===== src/rtl/operand_issue.sv =====
// Operand issue stage: resolves source operands through write-port bypass or the
// register-file scoreboard, reserves the destination, and holds one instruction for execute.
module operand_issue (
    input  logic        clk,
    input  logic        reset,
    input  logic        in_valid,
    output logic        in_ready,
    input  logic [31:0] in_pc,
    input  logic [31:0] in_imm,
    input  logic [15:0] in_ctrl,
    input  logic [4:0]  in_rs1,
    input  logic [4:0]  in_rs2,
    input  logic [4:0]  in_rd,
    input  logic        in_wb,
    output logic [4:0]  rf_rs1,
    output logic [4:0]  rf_rs2,
    input  logic        rf_rs1_valid,
    input  logic        rf_rs2_valid,
    input  logic [31:0] rf_rs1_data,
    input  logic [31:0] rf_rs2_data,
    output logic [4:0]  rf_rd,
    output logic        rf_reserve,
    input  logic [4:0]  wreg0,
    input  logic [31:0] wdata0,
    input  logic        wen0,
    input  logic [4:0]  wreg1,
    input  logic [31:0] wdata1,
    input  logic        wen1,
    input  logic        flush,
    output logic        ex_valid,
    input  logic        ex_ready,
    output logic [31:0] ex_pc,
    output logic [31:0] ex_imm,
    output logic [31:0] ex_op1,
    output logic [31:0] ex_op2,
    output logic [15:0] ex_ctrl,
    output logic [4:0]  ex_rd,
    output logic        ex_wb,
    output logic [31:0] stall_count
);

    // Returns {ready, value}; x0 first, then write port 0, then port 1, then the file.
    function automatic logic [32:0] resolve(
        input logic [4:0]  rs,
        input logic        rf_valid,
        input logic [31:0] rf_data,
        input logic        w0_en,
        input logic [4:0]  w0_reg,
        input logic [31:0] w0_data,
        input logic        w1_en,
        input logic [4:0]  w1_reg,
        input logic [31:0] w1_data
    );
        logic [32:0] r;
        r = {rf_valid, rf_data};
        if (rs == 5'd0)
            r = {1'b1, 32'd0};
        else if (w0_en && (w0_reg == rs))
            r = {1'b1, w0_data};
        else if (w1_en && (w1_reg == rs))
            r = {1'b1, w1_data};
        return r;
    endfunction

    logic [32:0] op1_res, op2_res;
    logic        ops_ready, fire;

    logic        ex_valid_q, ex_valid_d;
    logic [31:0] ex_pc_q, ex_pc_d, ex_imm_q, ex_imm_d;
    logic [31:0] ex_op1_q, ex_op1_d, ex_op2_q, ex_op2_d;
    logic [15:0] ex_ctrl_q, ex_ctrl_d;
    logic [4:0]  ex_rd_q, ex_rd_d;
    logic        ex_wb_q, ex_wb_d;
    logic [31:0] stall_q, stall_d;

    assign op1_res = resolve(in_rs1, rf_rs1_valid, rf_rs1_data, wen0, wreg0, wdata0, wen1, wreg1, wdata1);
    assign op2_res = resolve(in_rs2, rf_rs2_valid, rf_rs2_data, wen0, wreg0, wdata0, wen1, wreg1, wdata1);

    assign ops_ready  = op1_res[32] & op2_res[32];
    assign in_ready   = ~reset & ~flush & ops_ready & (~ex_valid_q | ex_ready);
    assign fire       = in_valid & in_ready;
    assign rf_rs1     = in_rs1;
    assign rf_rs2     = in_rs2;
    assign rf_rd      = in_rd;
    assign rf_reserve = fire & in_wb & (in_rd != 5'd0);

    always_comb begin
        ex_valid_d = ex_valid_q;
        ex_pc_d    = ex_pc_q;
        ex_imm_d   = ex_imm_q;
        ex_op1_d   = ex_op1_q;
        ex_op2_d   = ex_op2_q;
        ex_ctrl_d  = ex_ctrl_q;
        ex_rd_d    = ex_rd_q;
        ex_wb_d    = ex_wb_q;
        stall_d    = stall_q;
        if (flush) begin
            ex_valid_d = 1'b0;
        end else if (fire) begin
            ex_valid_d = 1'b1;
            ex_pc_d    = in_pc;
            ex_imm_d   = in_imm;
            ex_op1_d   = op1_res[31:0];
            ex_op2_d   = op2_res[31:0];
            ex_ctrl_d  = in_ctrl;
            ex_rd_d    = in_rd;
            ex_wb_d    = in_wb;
        end else if (ex_valid_q && ex_ready) begin
            ex_valid_d = 1'b0;
        end
        // Only operand stalls count; backpressure with ready operands does not.
        if (in_valid && !flush && !ops_ready)
            stall_d = stall_q + 32'd1;
    end

    always_ff @(posedge clk or posedge reset) begin
        if (reset) begin
            ex_valid_q <= 1'b0;
            ex_pc_q    <= '0;
            ex_imm_q   <= '0;
            ex_op1_q   <= '0;
            ex_op2_q   <= '0;
            ex_ctrl_q  <= '0;
            ex_rd_q    <= '0;
            ex_wb_q    <= 1'b0;
            stall_q    <= '0;
        end else begin
            ex_valid_q <= ex_valid_d;
            ex_pc_q    <= ex_pc_d;
            ex_imm_q   <= ex_imm_d;
            ex_op1_q   <= ex_op1_d;
            ex_op2_q   <= ex_op2_d;
            ex_ctrl_q  <= ex_ctrl_d;
            ex_rd_q    <= ex_rd_d;
            ex_wb_q    <= ex_wb_d;
            stall_q    <= stall_d;
        end
    end

    assign ex_valid    = ex_valid_q;
    assign ex_pc       = ex_pc_q;
    assign ex_imm      = ex_imm_q;
    assign ex_op1      = ex_op1_q;
    assign ex_op2      = ex_op2_q;
    assign ex_ctrl     = ex_ctrl_q;
    assign ex_rd       = ex_rd_q;
    assign ex_wb       = ex_wb_q;
    assign stall_count = stall_q;

endmodule

===== config.mk =====
export PLATFORM = sky130hd
export DESIGN_NAME = operand_issue
export DESIGN_NICKNAME = d
export VERILOG_FILES = /design/src/rtl/operand_issue.sv
export SDC_FILE = /design/constraint.sdc
export NUM_CORES = 1
export LEC_CHECK = 0
export BUFFER_PORTS_ARGS = -buffer_cell sky130_fd_sc_hd__buf_2
export CAP_MARGIN = 20
export CORE_AREA = 2 2 174 176
export CTS_CLUSTER_DIAMETER = 50
export CTS_CLUSTER_SIZE = 14
export DETAILED_ROUTE_END_ITERATION = 12
export DIE_AREA = 0 0 176 178
export HOLD_SLACK_MARGIN = 0.02
export SLEW_MARGIN = 10
export SYNTH_ARGS = -nofsm -noshare
export SYNTH_HDL_FRONTEND = slang
export SYNTH_SLANG_ARGS = --single-unit

===== constraint.sdc =====
create_clock -name clk -period 7.65 [get_ports clk]
set_input_delay 1.1475 -clock clk [delete_from_list [all_inputs] [get_ports clk]]
set_output_delay 1.1475 -clock clk [all_outputs]
set_load 0.01 [all_outputs]

; ---- Word-level counts from Yosys, hierarchy flattened
; Cells that the tools add are included.
[totals]
mem_bits_ro = 0
word_cells = 48
memories = 0
output_inout_bits = 200
register_bits = 183
latch_bits = 0
ramBits = 0
[op_classes]
magnitude_cmp = 0
bitwise_logic = 11
shifts = 0
n_mux = 9
eq_ne = 4
n_reduce_logical = 14
div = 0
mul = 0
n_addsub = 1
[op_table]
columns = op, count
row1 = $mux W33, 6
row2 = $add A32 B1 Y32 const B, 1
row3 = $eq A5 B5 Y1, 4
row4 = $logic_not A5 Y1, 2
row5 = $and A1 B1 Y1, 7
row6 = $logic_and A1 B1 Y1, 7
row7 = $reduce_bool A5 Y1, 1
row8 = $mux W1, 3
row9 = $not A1 Y1, 3
row10 = $reduce_bool A3 Y1, 1
row11 = $logic_not A1 Y1, 2
row12 = $reduce_and A2 Y1, 1
row13 = $or A1 B1 Y1, 1

; ---- Longest topological paths before layout
; Gate-level depths: netlist of the first run.
[depth]
word_depth = 11
ltp_mapped = 9
mapped_depth_nobuf = 6

; ---- Worst setup path after synthesis of the first run
; Ideal clock, no wire load.
[synth_path]
kind = input to output
startpoint = input in_rs1[1]
endpoint = output rf_reserve
t_arrival_ns = 2.771
path_stages = 7
path_slack_ns = 3.731
n_path_buf = 2
required_ns = 6.503
path_cell_list = or4_1 > o21bai_1 > o21bai_1 > o221ai_2 > clkbuf_1 > clkbuf_1 > nor2_1
[synth_via]
elab_chain_cells = 11
[synth_rtl]
columns = element, line_no
row1 = start: declaration, 11  ; input logic [4:0] in_rs1,
row2 = $eq A5 B5 Y1, 60  ; else if (w1_en && (w1_reg == rs))
row3 = $logic_and A1 B1 Y1, 60
row4 = $mux W33, 60
row5 = $mux W33, 58  ; else if (w0_en && (w0_reg == rs))
row6 = $mux W33 *, 56  ; if (rs == 5'd0)
row7 = $and A1 B1 Y1 *, 79  ; assign ops_ready = op1_res[32] & op2_res[32];
row8 = $and A1 B1 Y1 * (2 in series), 80  ; assign in_ready = ~reset & ~flush & ops_ready & (~ex_valid_q | ex_ready);
row9 = $and A1 B1 Y1 *, 81  ; assign fire = in_valid & in_ready;
row10 = $and A1 B1 Y1 * (2 in series), 85  ; assign rf_reserve = fire & in_wb & (in_rd != 5'd0);
row11 = end: declaration, 22  ; output logic rf_reserve,
; Mark *: on every way between the ends. The rest lies on a longest branch, timed or not.

; ---- Final worst setup path of the first run
; Ends and elaborated chain as after synthesis.

==> results.yml, run 1 <==
worst_hold_path:
  hp-class: "flop to flop"
  hp-start: "stall_count[31]"
timing:
  finClkSkew_ps: 11.59
  whs_ps: 472.4
  slew_headroom: 0.2670
  period_minus_slack_ps: 4252
  grt_setup_unrepaired: "false"
  tightestPinTransition_ps: 1099
  finalSetupViolations: 0
  setup_tns_ps: 0
  hold_viol: 0
  timing.final.max_slew_violations: 0
  max_freq_mhz: 235.2
  period_share: 0.5558
setup_path:
  crit_required_ps: 6500
  path_cells: "buf_2 > xor2_1 > nor4_2 > and3_2 > buf_4 > o221ai_4 > nor2_1 > buf_2"
  r2r-start: "ex_valid"
  cp.arrival_ps: 3100
  crit_fanout: 34
  crit_type: "input port to primary output"
  end_kind: "primary output"
  critical_path_buf_inv_count: 3
  crit_top_cell: "buf_2"
  crit_slowest_cell: "buf_4"
  cpPeakStageDelay_ps: 520
  cp_top_family: "buffers and inverters"
  critPathLaunchType: "input port"
  crit_start: "in_rs1[1]"
cts:
  cts-buffers-inserted: 17
  worstSkewPairLatency_ps: 430
  ctsHoldBuffers: 0
  path_clk_slew_ps: 60
  htree_levels: 4
  cts_tree: "built"
  root_buffer: "clkbuf_16"
  ctsResizeCount: 0
  clockBufferDepth: 2
  clock-sinks: 183
  cts_setup_buffers: 0
cells_and_area:
  finalNetCount: 1378
  instances_no_fill: 1538
  drive_gt1_frac: 0.4324
  nFillCells: 2918
  area_growth_pct: 35.37
  fin_area_um2: 11980
yosys:
  syn_nets: 978
  ys_seq_area_frac: 0.5176
  ys_types: 36
  synth-edff-count: 0
  synth-main-ff-cell: "dfrtp_1"
  ys_seq_elements: 183
  syn_inst: 734
  async_reset_ff_frac: 1.000
  yosysWarnings: 0
  syn-cell-area_um2: 8847
  synth_area_per_cell_um2: 12.05
power_and_ir_drop:
  switching_share: 0.3056
  leakagePower_nw: 6.123
  power_frac_comb: 0.239
  power_frac_seq: 0.443
  cellPowerDensity_nw_per_um2: 247.7
  ir_worst_vdd_uv: 134.2
  switchingPower_mw: 0.9063
  pwr-share-clk: 0.318
  power_mw: 2.966
  power.internal_mw: 2.060
global_routing:
  gr-total-overflow: 0
  grt_pass1_vias: 7482
  grt_pass1_wl_mm: 42.08
  grt_usage: 0.1742
  grt_max_degree: 216
  antenna_found_initial: 1
placed_design:
  gp_congestion: 0.8702
  dpl.hpwl_mm: 20.95
  place_area_um2: 11330
  io_buffer_count: 442
  dp_cells: 1504
routing:
  vias_per_cell: 4.832
  routed_wirelength_mm: 27.88
  remaining_drc_errors: 0
  via_count: 7431
  drt_iter0_markers: 345
  post_drt_wl_per_cell_um: 18.13
  drt-pass1-iter-count: 4
  drtAntennaViolNets: 0
floorplanning:
  rows: 63
  die-area_um2: 31330
  die_h_um: 178
  die_width_um: 176
  core_um2: 29400
  io_pins: 443
  start_util: 0.3009
run_status:
  status: "finished, final reports clean"
job:
  maxCapViolations: 0
per-layer routing:
metal  global-route usage  wire [um]  up-vias
met3              0.05286       2393       26
met1               0.2108      11350     3597
met2               0.3009      13630      302
met4              0.04855        510        0
met5                    0          0        -
li1                     -          -     3506
final timing paths:
kind	to	slack, ps	cells after the start
setup / recovery	rf_reserve	3400	8
hold / removal	stall_count[31]	470	1
setup reg to reg	ex_op1[2]	5080	6
hold reg to reg	stall_count[31]	470	1
max in group asynchronous	ex_op2[30]	5570	4
min in group asynchronous	stall_count[2]	880	2
worst reg2reg max path, stage by stage, from the launching register on:
cell and delay [ps]:
dfrtp_1 400, nor2b_1 190, nor3_1 300, o221ai_4 230, buf_12 350, a2111oi_0 910
a21o_1 130
cell usage after synthesis (2+ instances only):
cell type	number	area, um^2
nor3_1	3	15.01
mux2i_1	64	640.6
a2111oi_1	17	170.2
a21o_1	64	480.5
nor2_1	69	259.0
and3_1	12	75.07
xor2_1	11	96.34
buf_4	16	120.1
o21bai_1	2	15.01
a2111oi_0	47	411.6
xnor2_1	40	350.3
nor2b_1	3	18.77
clkbuf_1	36	135.1
buf_2	19	95.09
dfrtp_1	183	4579
nand4_1	20	125.1
or4_1	3	22.52
nand2_1	7	26.28
and2_1	2	12.51
mux2_1	87	979.7
and4_1	4	35.03
nand3_1	11	55.05
placed cells by master (no fill, tap or decap), drive strengths merged:
cell type / Yosys / routed
nor3: 4 / 4
or2: 1 / 1
bufinv: 0 / 3
dfrtp: 183 / 183
a31o: 1 / 1
a2111oi: 64 / 64
ha: 1 / 1
clkinv: 0 / 1
buf: 35 / 452
o221ai: 1 / 1
clkbuf: 36 / 19
inv: 1 / 10
nand4: 20 / 20
o21bai: 2 / 2
mux2i: 64 / 64
nor2b: 3 / 3
nor2: 69 / 69
nand2b: 1 / 1
o21ba: 1 / 1
nand3: 11 / 11
mux2: 87 / 87
diode: 0 / 1
nor4: 2 / 2
o31ai: 1 / 1
and4: 4 / 4
and3: 12 / 12
o221a: 1 / 1
and2: 2 / 2
nand2: 7 / 7
xor2: 11 / 11
or4: 3 / 3
xnor2: 40 / 40
a21o: 64 / 64
o32ai: 1 / 1
o21ai: 1 / 1
stage by stage:
stage / util / worst slack [ps]
after floorplan: - / 1530
after global placement: 0.3854 / 3372
after detailed placement: 0.3854 / 3355
after CTS: 0.4066 / 3358
after global routing: 0.4073 / 3292
final: 0.4073 / 3398
cell families (layout without fill, tap and decap cells):
kind of cell | count (synthesis) | in the layout | share of synthesized area
fa+ha+maj | 1 | 1 | 0.001414
buf+inv | 72 | 485 | 0.04002
mux | 151 | 151 | 0.1831
flops | 183 | 183 | 0.5176
compound gates | 137 | 137 | 0.1298
other cells | 0 | 1 | 0
xor+xnor | 51 | 51 | 0.05049
simple gates | 139 | 139 | 0.07750
flip-flops by register name (all words and copies together) (netlist names):
| signal | cells |
|---|---|
| ex_op2 | 32 |
| ex_wb | 1 |
| ex_op1 | 32 |
| stall_count | 32 |
| ex_imm | 32 |
| ex_rd | 5 |
| ex_valid | 1 |
| ex_pc | 32 |
| ex_ctrl | 16 |
final cells by class:
class | instances | area [um^2] | share of cell area
Inverter | 1 | 11.26 | 0.0009402
Clock inverter | 13 | 178.9 | 0.01494
Sequential cell | 183 | 4579 | 0.3824
Clock buffer | 19 | 442.9 | 0.03698
Tap cell | 390 | 488.0 | 0.04074
Multi-Input combinational cell | 479 | 3961 | 0.3308
Timing Repair Buffer | 452 | 2312 | 0.1931
Antenna cell | 1 | 2.502 | 0.0002089
power by group through the flow:
stage	Combinational [mW]	Clock, mW	Sequential (mW)
final	0.708	0.944	1.31
after floorplan	0.231	0	1.42
after global placement	0.715	0	1.32
after detailed placement	0.724	0	1.33
after CTS	0.724	0.977	1.31
after global routing	0.772	1.02	1.34
Power figures use the tool's default switching activity.
==> run 2: changes to the inputs <==
Settings changed: ABC_AREA from default to 1, CORE_AREA 2 2 174 176 to 2 2 171 173, DIE_AREA 0 0 176 178 to 0 0 173 175, PLACE_DENSITY from default to 0.66.
Clock period 7.65 ns to 3.8 ns, I/O delays scaled along.
==> run 2 against run 1 <==
Effect of this change:
- cell area up 12%
- sequential cell count unchanged
- largest power group unchanged
- utilization up 6.5 points
- non-clock buffer count up 10
- power up 110%
- critical endpoint unchanged
- critical path depth unchanged
==> results.yml, run 2 <==
routing:
  remaining_drc_errors: 0
  routed_wirelength_mm: 36.63
  drtAntennaViolNets: 0
  dr_wl_met3_mm: 2.486
  vias_per_cell: 4.712
  drt-pass1-iter-count: 5
  highest_layer: "met4"
  via_count: 11010
  met1_length_mm: 15.95
  dr_wl_met2_mm: 17.46
  drt_iter0_markers: 690
  post_drt_wl_per_cell_um: 15.67
cells_and_area:
  drive_gt1_frac: 0.2632
  finalNetCount: 2180
  nFillCells: 2973
  area_growth_pct: 29.71
  final_common_cell: "nand2_1"
  final_cell_mix: "746 x nand2_1, 442 x buf_2, 183 x dfrtp_1"
  utilization: 0.4727
  instances_no_fill: 2337
global_routing:
  grt_pass1_vias: 10580
  antenna_found_initial: 4
  grt_max_degree: 89
  grt_pass1_wl_mm: 57.72
  gr-total-overflow: 0
  grt_usage: 0.2398
timing:
  grt_setup_unrepaired: "false"
  tightestPinTransition_ps: 1015
  setup_tns_ps: 0
  finalSetupViolations: 0
  period_minus_slack_ps: 3181
  finClkSkew_ps: 9.434
  max_freq_mhz: 314.4
  period_share: 0.8371
  slew_headroom: 0.3180
  hold_viol: 0
  timing.final.max_slew_violations: 0
cts:
  cts-buffers-inserted: 17
  htree_levels: 4
  worstSkewPairLatency_ps: 430
  ctsHoldBuffers: 0
  cts_tree: "built"
  ctsResizeCount: 0
  root_buffer: "clkbuf_16"
  cts_setup_buffers: 0
  path_clk_slew_ps: 80
  clock-sinks: 183
  clockBufferDepth: 2
yosys:
  ys_top_cells_by_count: "746 x nand2_1, 183 x dfrtp_1, 182 x nor2_1, 161 x nand3_1, 104 x inv_1"
  synth_top_area_share: 0.4426
  syn_inst: 1548
  ys_types: 26
  syn-cell-area_um2: 10350
  yosysWarnings: 0
  ys_seq_area_frac: 0.4426
  synth-main-ff-cell: "dfrtp_1"
  synth-edff-count: 0
  synthMostInstantiatedCell: "nand2_1"
  ys_seq_elements: 183
  async_reset_ff_frac: 1.000
  synth_top_cell_by_area: "dfrtp_1"
  syn_nets: 1792
  synth_area_leaders: "dfrtp_1 44%, nand2_1 27%, nand3_1 7.8%, nor2_1 6.6%, inv_1 3.8%"
  synth_area_per_cell_um2: 6.684
floorplanning:
  io_pins: 443
  die_width_um: 173
  die_h_um: 175
  rows: 62
  core_um2: 28390
  die-area_um2: 30280
  start_util: 0.3644
placed_design:
  gp_congestion: 0.9222
  dp_cells: 2301
  io_buffer_count: 442
  dpl.hpwl_mm: 27.00
worst_hold_path:
  hp-class: "input port to asynchronous set/reset pin"
setup_path:
  crit_type: "flop to primary output"
  end_kind: "primary output"
  cp.arrival_ps: 2610
  critPathLaunchType: "flop"
  crit_required_ps: 3230
  crit_fanout: 3
power_and_ir_drop:
  leakagePower_nw: 8.116
  cellPowerDensity_nw_per_um2: 468.5
  ir_worst_vdd_uv: 235.0
job:
  maxCapViolations: 0
run_status:
  status: "finished, final reports clean"
run 2: worst paths after layout:
kind / endpoint / slack (ps) / cells after the start / startpoint
min in group clk: ex_pc[3] / 330 / 3 / in_pc[3]
setup reg to reg: ex_imm[1] / 1040 / 7 / ex_valid
setup / recovery: rf_reserve / 620 / 8 / ex_valid
hold / removal: ex_pc[18] / 160 / 2 / reset
hold reg to reg: ex_op1[28] / 470 / 2 / ex_op1[28]
max in group asynchronous: ex_op2[17] / 2840 / 3 / reset
run 2: metal layers:
layer | vias up | global-route usage
met1 | 5072 | 0.3193
met4 | 0 | 0.07239
met5 | - | 0
met2 | 433 | 0.3923
li1 | 5461 | -
met3 | 47 | 0.05157
run 2: kinds of logic after synthesis:
family	synth area share
compound gates	0.004352
simple gates	0.4351
flops	0.4426
fa+ha+maj	0.001209
xor+xnor	0.02624
buf+inv	0.09046
run 2: cell type report:
| cell class | instances | area [um^2] | share of cell area |
|---|---|---|---|
| clock inverters | 14 | 207.7 | 0.01548 |
| inverters | 110 | 416.7 | 0.03105 |
| clock buffers | 18 | 429.2 | 0.03198 |
| multi-input cells | 1162 | 4860 | 0.3621 |
| repair buffers | 462 | 2437 | 0.1816 |
| well taps | 384 | 480.5 | 0.03580 |
| diodes | 4 | 10.01 | 0.0007458 |
| flip-flops and latches | 183 | 4579 | 0.3412 |
run 2: critical path, cell delays in order (launching register included):
cell	delay (ps)
dfrtp_1	400
inv_1	60
nor2_1	40
nor3_1	770
inv_1	90
nor2_1	360
nand3_1	170
nor2_1	140
buf_2	150
run 2: report_power, final:
part / total [mW] / internal, mW / switching [mW]
clock network: 1.96 / 1.07 / 0.883
registers: 2.66 / 2.38 / 0.277
logic: 1.68 / 0.682 / 0.993
run 2: stage by stage:
step / hold slack [ps] / power [mW] / setup slack [ps] / area, um^2
2_1_floorplan: 515.4 / 3.518 / 879.4 / 10350
3_3_place_gp: 457.1 / 4.346 / 700.1 / 12770
3_5_place_dp: 459.2 / 4.372 / 672.0 / 12770
4_1_cts: 149.8 / 6.350 / 535.0 / 13410
5_1_grt: 166.3 / 6.657 / 424.8 / 13420
6_report: 161.9 / 6.288 / 619.1 / 13420
